## src/rtl/wheel_odometer.sv

```systemverilog
// -----------------------------------------------------------------------------
// wheel_odometer
//
// Consumes the per-window pulse count produced by wheel_speed. Each window-end
// (rising edge of rst_flag) adds the count to a wrapping distance accumulator
// and pushes it into an N-deep ring buffer (N = 2^AVG_LOG2). The ring feeds a
// running sum from which a floor moving-average speed is taken.
//
// Parameters
//   CNT_W    width of the per-window pulse count
//   DIST_W   width of the distance accumulator (must be >= CNT_W)
//   AVG_LOG2 log2 of the moving-average depth, 1..4
//
// Ports
//   CLK            system clock, rising edge
//   RST_N          asynchronous active-low reset
//   pulses_number  pulse count of the window just closed
//   rst_flag       window-end flag; may be held high for several cycles
//   clear          synchronous clear of all accumulated state (beats an event)
//   distance       total pulses since reset/clear, modulo 2^DIST_W
//   speed_avg      floor(sum of last N window counts / N)
//   speed_valid    high once N windows have been accumulated
//   sample_stb     one-cycle pulse: outputs were updated this cycle
//   overflow       sticky; distance has wrapped at least once
// -----------------------------------------------------------------------------
module wheel_odometer #(
  parameter int CNT_W    = 8,
  parameter int DIST_W   = 32,
  parameter int AVG_LOG2 = 2
) (
  input  logic              CLK,
  input  logic              RST_N,
  input  logic [CNT_W-1:0]  pulses_number,
  input  logic              rst_flag,
  input  logic              clear,
  output logic [DIST_W-1:0] distance,
  output logic [CNT_W-1:0]  speed_avg,
  output logic              speed_valid,
  output logic              sample_stb,
  output logic              overflow
);

  localparam int N      = 1 << AVG_LOG2;
  localparam int SUM_W  = CNT_W + AVG_LOG2;  // N * max count always fits
  localparam int FILL_W = AVG_LOG2 + 1;      // must be able to hold N itself

  // Registered state
  logic                rst_q;
  logic [CNT_W-1:0]    ring_q [N];
  logic [AVG_LOG2-1:0] wptr_q;
  logic [SUM_W-1:0]    sum_q;
  logic [FILL_W-1:0]   fill_q;
  logic [DIST_W-1:0]   dist_q;
  logic [CNT_W-1:0]    avg_q;
  logic                valid_q;
  logic                stb_q;
  logic                ovf_q;

  // Next-state values, only committed on an event
  logic                event_w;
  logic [SUM_W-1:0]    sum_d;
  logic [FILL_W-1:0]   fill_d;
  logic [DIST_W-1:0]   dist_d;
  logic                carry_d;
  logic [CNT_W-1:0]    avg_d;

  // A held flag is one window: only its rising edge counts.
  assign event_w = rst_flag & ~rst_q;

  // NOTE: every combinational output gets a default first so no path can
  // leave it unassigned and infer a latch.
  always_comb begin
    sum_d   = '0;
    fill_d  = fill_q;
    dist_d  = '0;
    carry_d = 1'b0;
    avg_d   = '0;

    // Entries not yet written are still zero from reset/clear, so the
    // subtraction is correct during the fill phase as well.
    sum_d = sum_q + SUM_W'(pulses_number) - SUM_W'(ring_q[wptr_q]);
    {carry_d, dist_d} = {1'b0, dist_q} + (DIST_W + 1)'(pulses_number);
    avg_d = CNT_W'(sum_d >> AVG_LOG2);

    if (fill_q < FILL_W'(N)) begin
      fill_d = fill_q + FILL_W'(1);
    end
  end

  // NOTE: sequential state uses non-blocking assignments only, so every
  // register sees the pre-edge value of every other register.
  // NOTE: the ring buffer is reset and cleared explicitly because unfilled
  // entries must read as zero for the running-sum subtraction.
  always_ff @(posedge CLK or negedge RST_N) begin
    if (!RST_N) begin
      rst_q   <= 1'b0;
      for (int i = 0; i < N; i++) ring_q[i] <= '0;
      wptr_q  <= '0;
      sum_q   <= '0;
      fill_q  <= '0;
      dist_q  <= '0;
      avg_q   <= '0;
      valid_q <= 1'b0;
      stb_q   <= 1'b0;
      ovf_q   <= 1'b0;
    end else begin
      // Sampled even during clear so a flag held across clear is not recounted.
      rst_q <= rst_flag;

      if (clear) begin
        for (int i = 0; i < N; i++) ring_q[i] <= '0;
        wptr_q  <= '0;
        sum_q   <= '0;
        fill_q  <= '0;
        dist_q  <= '0;
        avg_q   <= '0;
        valid_q <= 1'b0;
        stb_q   <= 1'b0;
        ovf_q   <= 1'b0;
      end else if (event_w) begin
        ring_q[wptr_q] <= pulses_number;
        wptr_q  <= wptr_q + AVG_LOG2'(1);  // N is a power of two: wraps to 0
        sum_q   <= sum_d;
        fill_q  <= fill_d;
        dist_q  <= dist_d;
        avg_q   <= avg_d;
        valid_q <= (fill_d == FILL_W'(N));
        stb_q   <= 1'b1;
        if (carry_d) ovf_q <= 1'b1;
      end else begin
        stb_q <= 1'b0;
      end
    end
  end

  assign distance    = dist_q;
  assign speed_avg   = avg_q;
  assign speed_valid = valid_q;
  assign sample_stb  = stb_q;
  assign overflow    = ovf_q;

endmodule

```

## config.mk

```make
export PLATFORM = sky130hd
export DESIGN_NAME = wheel_odometer
export DESIGN_NICKNAME = d
export VERILOG_FILES = /design/src/rtl/wheel_odometer.sv
export SDC_FILE = /design/constraint.sdc
export NUM_CORES = 1
export LEC_CHECK = 0
export BUFFER_PORTS_ARGS = -buffer_cell sky130_fd_sc_hd__buf_2
export CAP_MARGIN = 10
export CELL_PAD_IN_SITES_DETAIL_PLACEMENT = 1
export CELL_PAD_IN_SITES_GLOBAL_PLACEMENT = 2
export CORE_MARGIN = 5
export CORE_UTILIZATION = 39
export DETAILED_ROUTE_END_ITERATION = 7
export PLACE_DENSITY = 0.87
export SYNTH_ARGS = -nofsm -noshare
export SYNTH_HDL_FRONTEND = slang
export SYNTH_SLANG_ARGS = --single-unit
```

## constraint.sdc

```tcl
create_clock -name CLK -period 10 [get_ports CLK]
set_clock_uncertainty 0.1 [all_clocks]
set_input_delay 1.5 -clock CLK [delete_from_list [all_inputs] [get_ports CLK]]
set_output_delay 1.5 -clock CLK [all_outputs]
set_load 0.03 [all_outputs]
```

Word level (Yosys, flattened, before mapping)
Index checks and enable logic that the tools add are counted.
{"block": "totals", "output_inout_bits": 43, "regBits": 91}
{"block": "classes", "reduce_logical": 4, "n_bitwise": 3, "muxes": 26, "n_lt_le_gt_ge": 3, "eq_ne": 1, "addsub": 5}
{"operator": "$mux W32", "n": 4}
{"operator": "$mux W8", "n": 5}
{"operator": "$add A32 B8 Y33", "n": 1}
{"operator": "$bwmux W32", "n": 1}
{"operator": "$mux W10", "n": 2}
{"operator": "$bmux W8 S2", "n": 1}
{"operator": "$demux W8 S2", "n": 1}
{"operator": "$add A10 B8 Y10", "n": 1}
{"operator": "$sub A10 B8 Y10", "n": 1}
{"operator": "$mux W3", "n": 3}
{"operator": "$mux W1", "n": 7}
{"operator": "$mux W2", "n": 2}
{"operator": "$reduce_bool A2 Y1", "n": 2}
{"operator": "$add A3 B1 Y3 const B", "n": 1}
{"operator": "$eq A3 B3 Y1 const B", "n": 1}
{"operator": "$ge A3 B3 Y1 const B", "n": 1}
{"operator": "$lt A3 B1 Y1 const B", "n": 1}
{"operator": "$lt A3 B3 Y1 const B", "n": 1}
{"operator": "$not A2 Y3", "n": 1}
{"operator": "$add A2 B1 Y2 const B", "n": 1}
{"operator": "$reduce_and A2 Y1", "n": 1}
{"operator": "$and A1 B1 Y1", "n": 1}
{"operator": "$logic_and A1 B1 Y1", "n": 1}
{"operator": "$not A1 Y1", "n": 1}

Depth between registers and ports, before layout
Gate-level depths: netlist of run 1.
{"block": "depth", "word_depth": 8, "ltp_mapped": 11}

Worst setup path after synthesis of run 1
OpenSTA, ideal clock, no wires.
{"block": "synth_timing", "path_type": "input-to-reg", "startpoint": "input port pulses_number[1]", "endpoint": "register sum_q[9]", "n_path_buf": 0, "required_time_ps": 9775, "arrival_time_ps": 3650, "setup_slack_ps": 6125, "setup_ps": 125, "cell_stages": 9, "path_cell_list": "inv_1 > fa_1 > inv_1 > ha_1 > a211oi_1 > nor2_1 > a221oi_1 > mux2i_1 > mux2_2"}
{"block": "synth_via", "elab_chain_cells": 4}
{"item": "from (decl)", "line": "33", "text": "input logic [CNT_W-1:0] pulses_number,"}
{"item": "$add A10 B8 Y10", "line": "81", "text": "sum_d = sum_q + SUM_W'(pulses_number) - SUM_W'(ring_q[wptr_q]);"}
{"item": "$sub A10 B8 Y10", "line": "81"}
{"item": "$mux W10", "line": "120", "text": "end else if (event_w) begin"}
{"item": "$mux W10", "line": "110", "text": "if (clear) begin"}
{"item": "to (signal assigned)", "line": "123", "text": "sum_q <= sum_d;"}
{"item": "to (decl)", "line": "51", "text": "logic [SUM_W-1:0] sum_q;"}
No other way between the ends. The select of a mux whose other input is x is not followed.
A chain may end at the register's enable or synchronous reset.

Final worst setup path of run 1
Ends and elaborated chain as after synthesis.

==> impl_metrics.tcl, run 1 <==
set metrics [dict create \
    synth.top_cell.area_share 0.408 \
    die_w_um 124 \
    grt.total_usage 0.194 \
    synth_common_cells "dfrtp_1, a21oi_1, nand2_1" \
    clk_pin_slew_ns 0.07 \
    die_h_um 124 \
    synth.most_common_cell "dfrtp_1" \
    fin_nets 644 \
    cts_root_buffer "clkbuf_16" \
    worstHoldPathType "reg -> reg" \
    r2r_end "sum_q[9]$_DFFE_PN0P_" \
    avgViaCountPerCell 5.51 \
    grt_pass1_wl_um 24600 \
    grt_max_degree 105 \
    hpwl_um 9770 \
    yosys_warnings 0 \
    clock_sinks 83 \
    post-route-drc-count 0 \
    crit_start "pulses_number[1]" \
    setup_slack_ns 6.12 \
    r2r_slack_ns 6.15 \
    yosysUniqueCellTypes 56 \
    antenna_found_initial 0 \
    cts_resized 0 \
    syn_nets 612 \
    fmax_mhz 258 \
    drt-total-wl_um 14500 \
    post-route-min-period_ns 3.88 \
    portBuffers 54 \
    drive_gt1_frac 0.160 \
    timing.rr.start "wptr_q[0]$_DFFE_PN0P_" \
    max_slew_margin 0.265 \
    yosys_register_bits 83 \
    crit_type "in -> reg" \
    synthCells 568 \
    synth_edf_count 0 \
    yosysTopAreaCell "dfrtp_1" \
    gr-max-usage-layer "met2" \
    h-tree-depth 3 \
    crit_required_ns 10.15 \
    post-place-cells 761 \
    max-cap-violations 0 \
    synth_area_per_cell_um2 8.96 \
    finalNonFillerCells 777 \
    start_util 0.400 \
    crit_path_end_kind "flop" \
    worst_pin_slew_ns 1.10 \
    syn-cell-area_mm2 0.00509 \
    slew_viol_final 0 \
    dr.pass1.iters 5 \
    io_pins 55 \
    cts_setup_buffers 0 \
    vias 4285 \
    synth-main-ff-cell "dfrtp_1" \
    place_ws_ns 5.74 \
    gp_congestion 0.788 \
    tritoncts "done" \
    postCtsHoldBufs 0 \
    clk_latency_ns 0.36 \
    async_reset_ff_frac 1.00 \
    p_per_area_mw_per_mm2 163 \
    wl_per_cell_um 18.6 \
    syn2layout_area_growth_pct 13.4 \
    worstSetupEndpoint "sum_q[9]$_DFFE_PN0P_" \
    yosysSeqAreaShare 0.408 \
    grt_pass1_vias 4659 \
    worstPathArrival_ns 4.03 \
    rr_worst_depth 9 \
    tns_ns 0 \
    drt_iter0_markers 265 \
    gr-usage-met1 0.262 \
    fp.coreArea_mm2 0.0127 \
    total_power_uw 940 \
    worstPathMaxFanout 6 \
    p_leak_nw 2.64 \
    die_area_mm2 0.0154 \
    setup_viol 0 \
    met2_usage 0.315 \
    min_path_cells 2 \
    cp-start-kind "primary input" \
    drt.antenna.violating_nets 0 \
    final_core_util 0.454 \
    rsz0062_at_grt "no" \
    clockBufferDepth 2 \
    status "finished clean" \
    synth_area_leaders "dfrtp_1, a21oi_1, ha_1" \
    cts_made_buffers 9 \
    ir_drop_v 0.0000839 \
    grt_overflow 0 \
    fin_crit_sh 0.388 \
    diodes 0 \
    grt_use_met3 0.0309 \
    hold_viol 0 \
    rows 41 \
]
## worst max-delay path, cell delays in order
cell	delay [ns]
buf_2	0.15
inv_1	0.11
fa_1	0.54
inv_1	0.06
ha_1	0.32
a211oi_1	0.29
nor2_1	0.12
a221oi_1	0.32
mux2i_1	0.26
mux2_2	0.35
## worst min path at each step
stage / from / to / slack, ns
after floorplan: ring_q[10]$_DFFE_PN0P_ / ring_q[10]$_DFFE_PN0P_ / 0.40
after global placement: overflow$_DFFE_PN0P_ / overflow$_DFFE_PN0P_ / 0.37
after detailed placement: overflow$_DFFE_PN0P_ / overflow$_DFFE_PN0P_ / 0.39
after CTS: overflow$_DFFE_PN0P_ / overflow$_DFFE_PN0P_ / 0.40
after global routing: overflow$_DFFE_PN0P_ / overflow$_DFFE_PN0P_ / 0.42
final: overflow$_DFFE_PN0P_ / overflow$_DFFE_PN0P_ / 0.41
## per-layer routing
metal / part of all wire / wire (um)
met2: 0.48 / 6900
met5: 0 / 0
met3: 0.029 / 421
met1: 0.47 / 6870
met4: 0.019 / 276
## stage by stage
stage	instance area, um2	hold slack, ns
finish	5770	0.407
global route	5770	0.420
CTS	5770	0.405
detailed placement	5450	0.389
global placement	5450	0.373
floorplan	5090	0.397
## where the power goes
part / switching, mW / internal [mW] / total, mW
clock network: 0.148 / 0.226 / 0.374
registers: 0.0123 / 0.348 / 0.361
logic: 0.132 / 0.0737 / 0.206
## cells in the final DEF, fill, tap and decap left out, drive strengths merged, types with 3 or more instances in the layout
cell	count
o21ai	14
or4	6
mux4	8
xnor2	5
o31ai	7
clkbuf	10
nand2b	5
nor3	9
and4	3
fa	9
nor2	40
ha	23
dfrtp	83
nand3	43
a211oi	3
nand2	68
a21o	6
nor2b	15
buf	58
nand4	4
or3	8
o21a	3
a21oi	77
inv	43
mux2	14
## kinds of logic after synthesis
| kind of cell | Yosys count | synth area share |
|---|---|---|
| AOI/OAI and AO/OA | 129 | 0.150 |
| xor gates and xnor gates | 7 | 0.0120 |
| adders and majority gates | 32 | 0.0919 |
| buffers and inverters | 80 | 0.0654 |
| DFF | 83 | 0.408 |
| muxes | 24 | 0.0703 |
| and+or+nand+nor | 213 | 0.203 |
## flip-flops by register name, indices dropped and copies added, names as in the netlist
name	cells
sum_q	10
ring_q	32
distance	32
fill_q	3
speed_valid	1
wptr_q	2
rst_q	1
sample_stb	1
overflow	1
## layout make-up
type	count	area (um2)
Fill cell	1557	6950
Multi-Input combinational cell	405	2690
Sequential cell	83	2080
Timing Repair Buffer	58	303
Clock buffer	10	239
Tap cell	172	215
Inverter	43	161
Clock inverter	6	88.8
(Power assumes the default switching activity.)
==> run 2, diff against run 1 <==
--- a/config.mk
+++ b/config.mk
@@ -5,14 +5,15 @@
 export SDC_FILE = /design/constraint.sdc
 export NUM_CORES = 1
 export LEC_CHECK = 0
+export ABC_AREA = 1
 export BUFFER_PORTS_ARGS = -buffer_cell sky130_fd_sc_hd__buf_2
 export CAP_MARGIN = 10
 export CELL_PAD_IN_SITES_DETAIL_PLACEMENT = 1
 export CELL_PAD_IN_SITES_GLOBAL_PLACEMENT = 2
 export CORE_MARGIN = 5
-export CORE_UTILIZATION = 39
+export CORE_UTILIZATION = 34
 export DETAILED_ROUTE_END_ITERATION = 7
-export PLACE_DENSITY = 0.87
+export PLACE_DENSITY = 0.82
 export SYNTH_ARGS = -nofsm -noshare
 export SYNTH_HDL_FRONTEND = slang
 export SYNTH_SLANG_ARGS = --single-unit
==> constraint.sdc (replaced) <==
create_clock -name CLK -period 3.8 [get_ports CLK]
set_clock_uncertainty 0.1 [all_clocks]
set_input_delay 0.57 -clock CLK [delete_from_list [all_inputs] [get_ports CLK]]
set_output_delay 0.57 -clock CLK [all_outputs]
set_load 0.03 [all_outputs]
==> run 2 against run 1 <==
Wire length increased by 13%. Utilization decreased by 6.0 points. Die area increased by 18%. Worst setup slack got worse by 5.4 ns. Synthesized area increased by 4.6%. Sequential power increased to 2.6 times the previous value. Final area increased by 4.1%. First-iteration DRC count increased by 5.7%. Largest power group is now sequential cells. Register-to-register slack got worse by 5.4 ns.
==> impl_metrics.tcl, run 2 <==
set metrics [dict create \
    status "finished clean" \
    synthCells 735 \
    worst_pin_slew_ns 0.846 \
    async_reset_ff_frac 1.00 \
    max-cap-violations 0 \
    crit_type "reg -> reg" \
    post-route-drc-count 0 \
    vias 5012 \
    r2r_slack_ns 0.72 \
    h-tree-depth 3 \
    cts_resized 0 \
    cts_root_buffer "clkbuf_16" \
    clk_pin_slew_ns 0.07 \
    p_leak_nw 3.13 \
    slew_viol_final 0 \
    tritoncts "done" \
    layout_commonest_cell "nand2_1" \
    synth.top_cell.area_share 0.390 \
    synth_area_per_cell_um2 7.25 \
    synth_edf_count 0 \
    yosys_register_bits 83 \
    drt-total-wl_um 16300 \
    final_cell_mix "nand2_1, inv_1, nor2_1, dfrtp_1, nand3_1" \
    ir_drop_v 0.000217 \
    fin_crit_sh 0.809 \
    die_w_um 135 \
    dr.pass1.iters 4 \
    grt_overflow 0 \
    p_per_area_mw_per_mm2 407 \
    gp_congestion 0.817 \
    fin_nets 821 \
    syn_nets 779 \
    hold_viol 0 \
    die_h_um 135 \
    yosysTopAreaCell "dfrtp_1" \
    grt_max_degree 61 \
    max_stage_delay_ns 0.53 \
    portBuffers 54 \
    wl_per_cell_um 16.5 \
    yosysUniqueCellTypes 31 \
    yosys_warnings 0 \
    worstPathArrival_ns 3.20 \
    start_util 0.349 \
    finalNonFillerCells 993 \
    clk_latency_ns 0.35 \
    crit_required_ns 3.92 \
    crit_path_end_kind "flop" \
    clock_sinks 83 \
    drt.antenna.violating_nets 0 \
    grt_pass1_wl_um 27100 \
    rows 45 \
    total_power_mw 2.45 \
    cts_setup_buffers 0 \
    hpwl_um 12200 \
    post-place-cells 977 \
    final_core_util 0.394 \
    synth_common_cells "nand2_1, inv_1, nor2_1" \
    grt.total_usage 0.188 \
    syn2layout_area_growth_pct 12.8 \
    drive_gt1_frac 0.121 \
    grt_pass1_vias 5225 \
    die_area_mm2 0.0183 \
    clockBufferDepth 2 \
    synth_area_leaders "dfrtp_1, nand2_1, inv_1" \
    worstPathMaxFanout 11 \
    post-route-min-period_ns 3.08 \
    fp.coreArea_mm2 0.0153 \
    antenna_found_initial 0 \
    path_common_cell "nand2_1" \
    drt_iter0_markers 280 \
    cts_made_buffers 9 \
    setup_viol 0 \
    io_pins 55 \
    synth.most_common_cell "nand2_1" \
    yosysSeqAreaShare 0.390 \
    fmax_mhz 325 \
    diodes 0 \
    crit_chain "clkinv_1 > o21ai_0 > o22ai_1 > fa_1 > inv_1 > fa_1 > nand3_1 > nand2_1 > nand2_1 > nor2_1 > nor2_1 > nand2_1 > nand3_1 > o21ai_0" \
    tns_ns 0 \
    max_slew_margin 0.436 \
    slowest_stage "dfrtp_1" \
    cp-start-kind "flop" \
    rsz0062_at_grt "no" \
    syn-cell-area_mm2 0.00533 \
    avgViaCountPerCell 5.05 \
    synth-main-ff-cell "dfrtp_1" \
    worstHoldPathType "in -> async" \
    postCtsHoldBufs 0 \
]
## run 2: cell types whose count changed in the layout (fill, tap and decap cells not counted), sizes merged, moves of 29 or more
cell and delta:
inv +63, nor2 +54, nand2 +120, o21ai +55, nand3 +29, a21oi -63
## run 2: where the power goes
part           internal [mW]  switching [mW]  leakage [nW]  total, mW
sequential             0.919          0.0258          1.14      0.945
combinational          0.224           0.451          1.85      0.675
clock                  0.443           0.383         0.128      0.826
## run 2: metrics by stage
step,hold slack [ns],instance area (um2),setup WS (ns)
after floorplan,0.174,5330,1.12
after global placement,0.373,5740,0.871
after detailed placement,0.378,5740,0.715
after CTS,0.241,6010,0.723
after global routing,0.256,6010,0.450
final,0.224,6010,0.724
## run 2: critical path: cells and delay by family (launching register included)
family	cells	cell delay (ns)
compound gates	3	0.35
flops	1	0.53
simple gates	7	0.58
buf+inv	2	0.42
fa+ha+maj	2	0.95
## run 2: final cells by class
class | count | area [um2]
Sequential cell | 83 | 2080
Timing Repair Buffer | 59 | 310
Tap cell | 211 | 264
Clock buffer | 10 | 229
Multi-Input combinational cell | 517 | 2690
Clock inverter | 6 | 42.5
Fill cell | 1972 | 9250
Inverter | 107 | 402
## run 2: final timing paths
path / start / end / cells after the start
setup / recovery: wptr_q[1]$_DFFE_PN0P_ / sum_q[6]$_DFFE_PN0P_ / 14
hold reg to reg: speed_valid$_DFFE_PN0P_ / speed_valid$_DFFE_PN0P_ / 2
min in group CLK: rst_flag / rst_q$_DFF_PN0_ / 1
hold / removal: RST_N / sum_q[6]$_DFFE_PN0P_ / 1
setup reg to reg: wptr_q[1]$_DFFE_PN0P_ / sum_q[6]$_DFFE_PN0P_ / 14
max in group asynchronous: RST_N / ring_q[14]$_DFFE_PN0P_ / 2
## run 2: cell families after synthesis
logic type | share of synthesized area
AOI/OAI and AO/OA | 0.102
xor gates and xnor gates | 0.0132
adders and majority gates | 0.0879
buffers and inverters | 0.106
DFF | 0.390
and+or+nand+nor | 0.301
## run 2: metal layers
metal | GRT usage | up-vias | routed length (um)
li1 | - | 2418 | -
met1 | 0.262 | 2503 | 7990
met2 | 0.299 | 77 | 7590
met3 | 0.0290 | 14 | 548
met4 | 0.0605 | 0 | 214
met5 | 0 | - | 0
==> run 3, diff against run 2 <==
--- a/config.mk
+++ b/config.mk
@@ -11,9 +11,9 @@
 export CELL_PAD_IN_SITES_DETAIL_PLACEMENT = 1
 export CELL_PAD_IN_SITES_GLOBAL_PLACEMENT = 2
 export CORE_MARGIN = 5
-export CORE_UTILIZATION = 34
+export CORE_UTILIZATION = 31
 export DETAILED_ROUTE_END_ITERATION = 7
-export PLACE_DENSITY = 0.82
+export PLACE_DENSITY = 0.79
 export SYNTH_ARGS = -nofsm -noshare
 export SYNTH_HDL_FRONTEND = slang
 export SYNTH_SLANG_ARGS = --single-unit
==> constraint.sdc (replaced) <==
create_clock -name CLK -period 2.6 [get_ports CLK]
set_clock_uncertainty 0.1 [all_clocks]
set_input_delay 0.39 -clock CLK [delete_from_list [all_inputs] [get_ports CLK]]
set_output_delay 0.39 -clock CLK [all_outputs]
set_load 0.03 [all_outputs]
==> run 3 against run 2 <==
The flow now finishes with violations (negative setup slack). Clock-buffer cell count grew 2. Flip-flop and latch count is the same. Final area grew 11%. Worst setup slack lost 0.73 ns. Global-route usage shrank 1.4 points. First-iteration DRC count shrank 28%. Utilization shrank 0.23 points. Sequential power grew 46%. Non-clock buffer count grew 23. Combinational power grew 130%. Die area grew 9.0%. Clock power grew 79%.
==> impl_metrics.tcl, run 3 (synthesized netlist as in run 2, its figures left out) <==
set metrics [dict create \
    crit_type "reg -> reg" \
    hold_viol 0 \
    clockBufferDepth 2 \
    drt-total-wl_um 17200 \
    clk_latency_ns 0.35 \
    final_cell_mix "nand2_1, inv_1, dfrtp_1, nor2_1, nand3_1" \
    rows 48 \
    die_h_um 141 \
    post-route-min-period_ns 2.61 \
    crit_path_end_kind "flop" \
    worstHoldPathType "in -> async" \
    cts_made_buffers 9 \
    cts_root_buffer "clkbuf_16" \
    holdWs_ns 0.0751 \
    gp_congestion 0.847 \
    status "complete, but fails checks" \
    fin_nets 845 \
    grt_max_degree 67 \
    grt.total_usage 0.174 \
    crit_required_ns 2.74 \
    io_pins 55 \
    total_power_mw 4.44 \
    r2r_end "sum_q[8]$_DFFE_PN0P_" \
    rsz0062_at_grt "yes" \
    h-tree-depth 3 \
    grt_overflow 0 \
    die_area_mm2 0.0199 \
    vias 5102 \
    max_slew_margin 0.368 \
    tritoncts "done" \
    drt.antenna.violating_nets 0 \
    clock_sinks 83 \
    worstPathMaxFanout 5 \
    drive_gt1_frac 0.228 \
    worstPathArrival_ns 2.75 \
    post-place-cells 1007 \
    fmax_mhz 383 \
    violations "negative setup slack" \
    fp.coreArea_mm2 0.0171 \
    layout_commonest_cell "nand2_1" \
    drt_iter0_markers 203 \
    fin_crit_sh 1.00 \
    die_w_um 141 \
    p_leak_nw 3.33 \
    clk_pin_slew_ns 0.07 \
    dr.pass1.iters 4 \
    post-route-drc-count 0 \
    antenna_found_initial 0 \
    p_per_area_mw_per_mm2 665 \
    setup_viol 1 \
    tns_ns -0.00863 \
    slew_viol_final 0 \
    diodes 0 \
    grt_pass1_wl_um 27700 \
    rr_worst_depth 15 \
    grt_pass1_vias 5448 \
    avgViaCountPerCell 4.95 \
    worst_pin_slew_ns 0.948 \
    timing.rr.start "wptr_q[0]$_DFFE_PN0P_" \
    cp-start-kind "flop" \
    place_ws_ns -0.0916 \
    r2r_slack_ns -0.009 \
    finalNonFillerCells 1031 \
    setup_slack_ns -0.00863 \
    start_util 0.312 \
    ir_drop_v 0.000346 \
    portBuffers 54 \
    n_fill_cell 2151 \
    hpwl_um 12500 \
    wl_per_cell_um 16.6 \
    syn2layout_area_growth_pct 25.4 \
    max-cap-violations 0 \
]
## run 3: how the worst max path moves through the flow
stage                          start                   end  slack (ns)
2_1_floorplan  wptr_q[0]$_DFFE_PN0P_  sum_q[8]$_DFFE_PN0P_        0.03
3_5_place_dp   wptr_q[0]$_DFFE_PN0P_  sum_q[5]$_DFFE_PN0P_       -0.09
6_report       wptr_q[0]$_DFFE_PN0P_  sum_q[8]$_DFFE_PN0P_      -0.009
4_1_cts        wptr_q[0]$_DFFE_PN0P_  sum_q[5]$_DFFE_PN0P_       -0.02
5_1_grt        wptr_q[0]$_DFFE_PN0P_  sum_q[6]$_DFFE_PN0P_       -0.13
3_3_place_gp   wptr_q[0]$_DFFE_PN0P_  sum_q[8]$_DFFE_PN0P_       -0.03
## run 3: what timing repair did
item	in CTS	in global routing
setup endpoints to repair	6	7
hold buffers	0	0
cloned	0	2
pin swaps	2	30
hold endpoints to repair	0	0
buffers inserted	0	7
resized for setup	15	90
## run 3: metrics by stage
stage,area (um2),utilization
6_report,6680,0.392
3_5_place_dp,5880,0.345
5_1_grt,6680,0.392
2_1_floorplan,5340,-
4_1_cts,6290,0.369
3_3_place_gp,5880,0.345
## run 3: layout make-up
class | count | area, um2 | area share
multi-input cells | 517 | 3070 | 0.460
flip-flops and latches | 83 | 2080 | 0.311
repair buffers | 82 | 499 | 0.0748
inverters | 107 | 407 | 0.0609
well taps | 225 | 282 | 0.0422
clock buffers | 12 | 236 | 0.0354
clock inverters | 4 | 98.8 | 0.0148
repair inverters | 1 | 6.26 | 0.000937
## run 3: worst max-delay path: stages, from the launching register on
cell	delay, ns
dfrtp_2	0.48
buf_2	0.19
nor2_1	0.10
o22ai_1	0.10
fa_1	0.48
inv_1	0.08
ha_4	0.31
nand3_2	0.09
nand2_2	0.09
nand2_2	0.08
nor2_4	0.11
nand2_1	0.08
nand2_1	0.06
nand2_1	0.04
nand3_1	0.06
nand2_1	0.05
## run 3: power by group
group,switching (mW),internal [mW]
clock,0.542,0.943
sequential,0.0399,1.34
combinational,0.915,0.659
total,1.50,2.95
## run 3: metal layers
metal,vias up,global-route usage,part of all wire
met5,-,0,0
met4,0,0.0719,0.027
met3,32,0.0227,0.020
met2,73,0.307,0.52
met1,2518,0.213,0.43
li1,2479,-,-
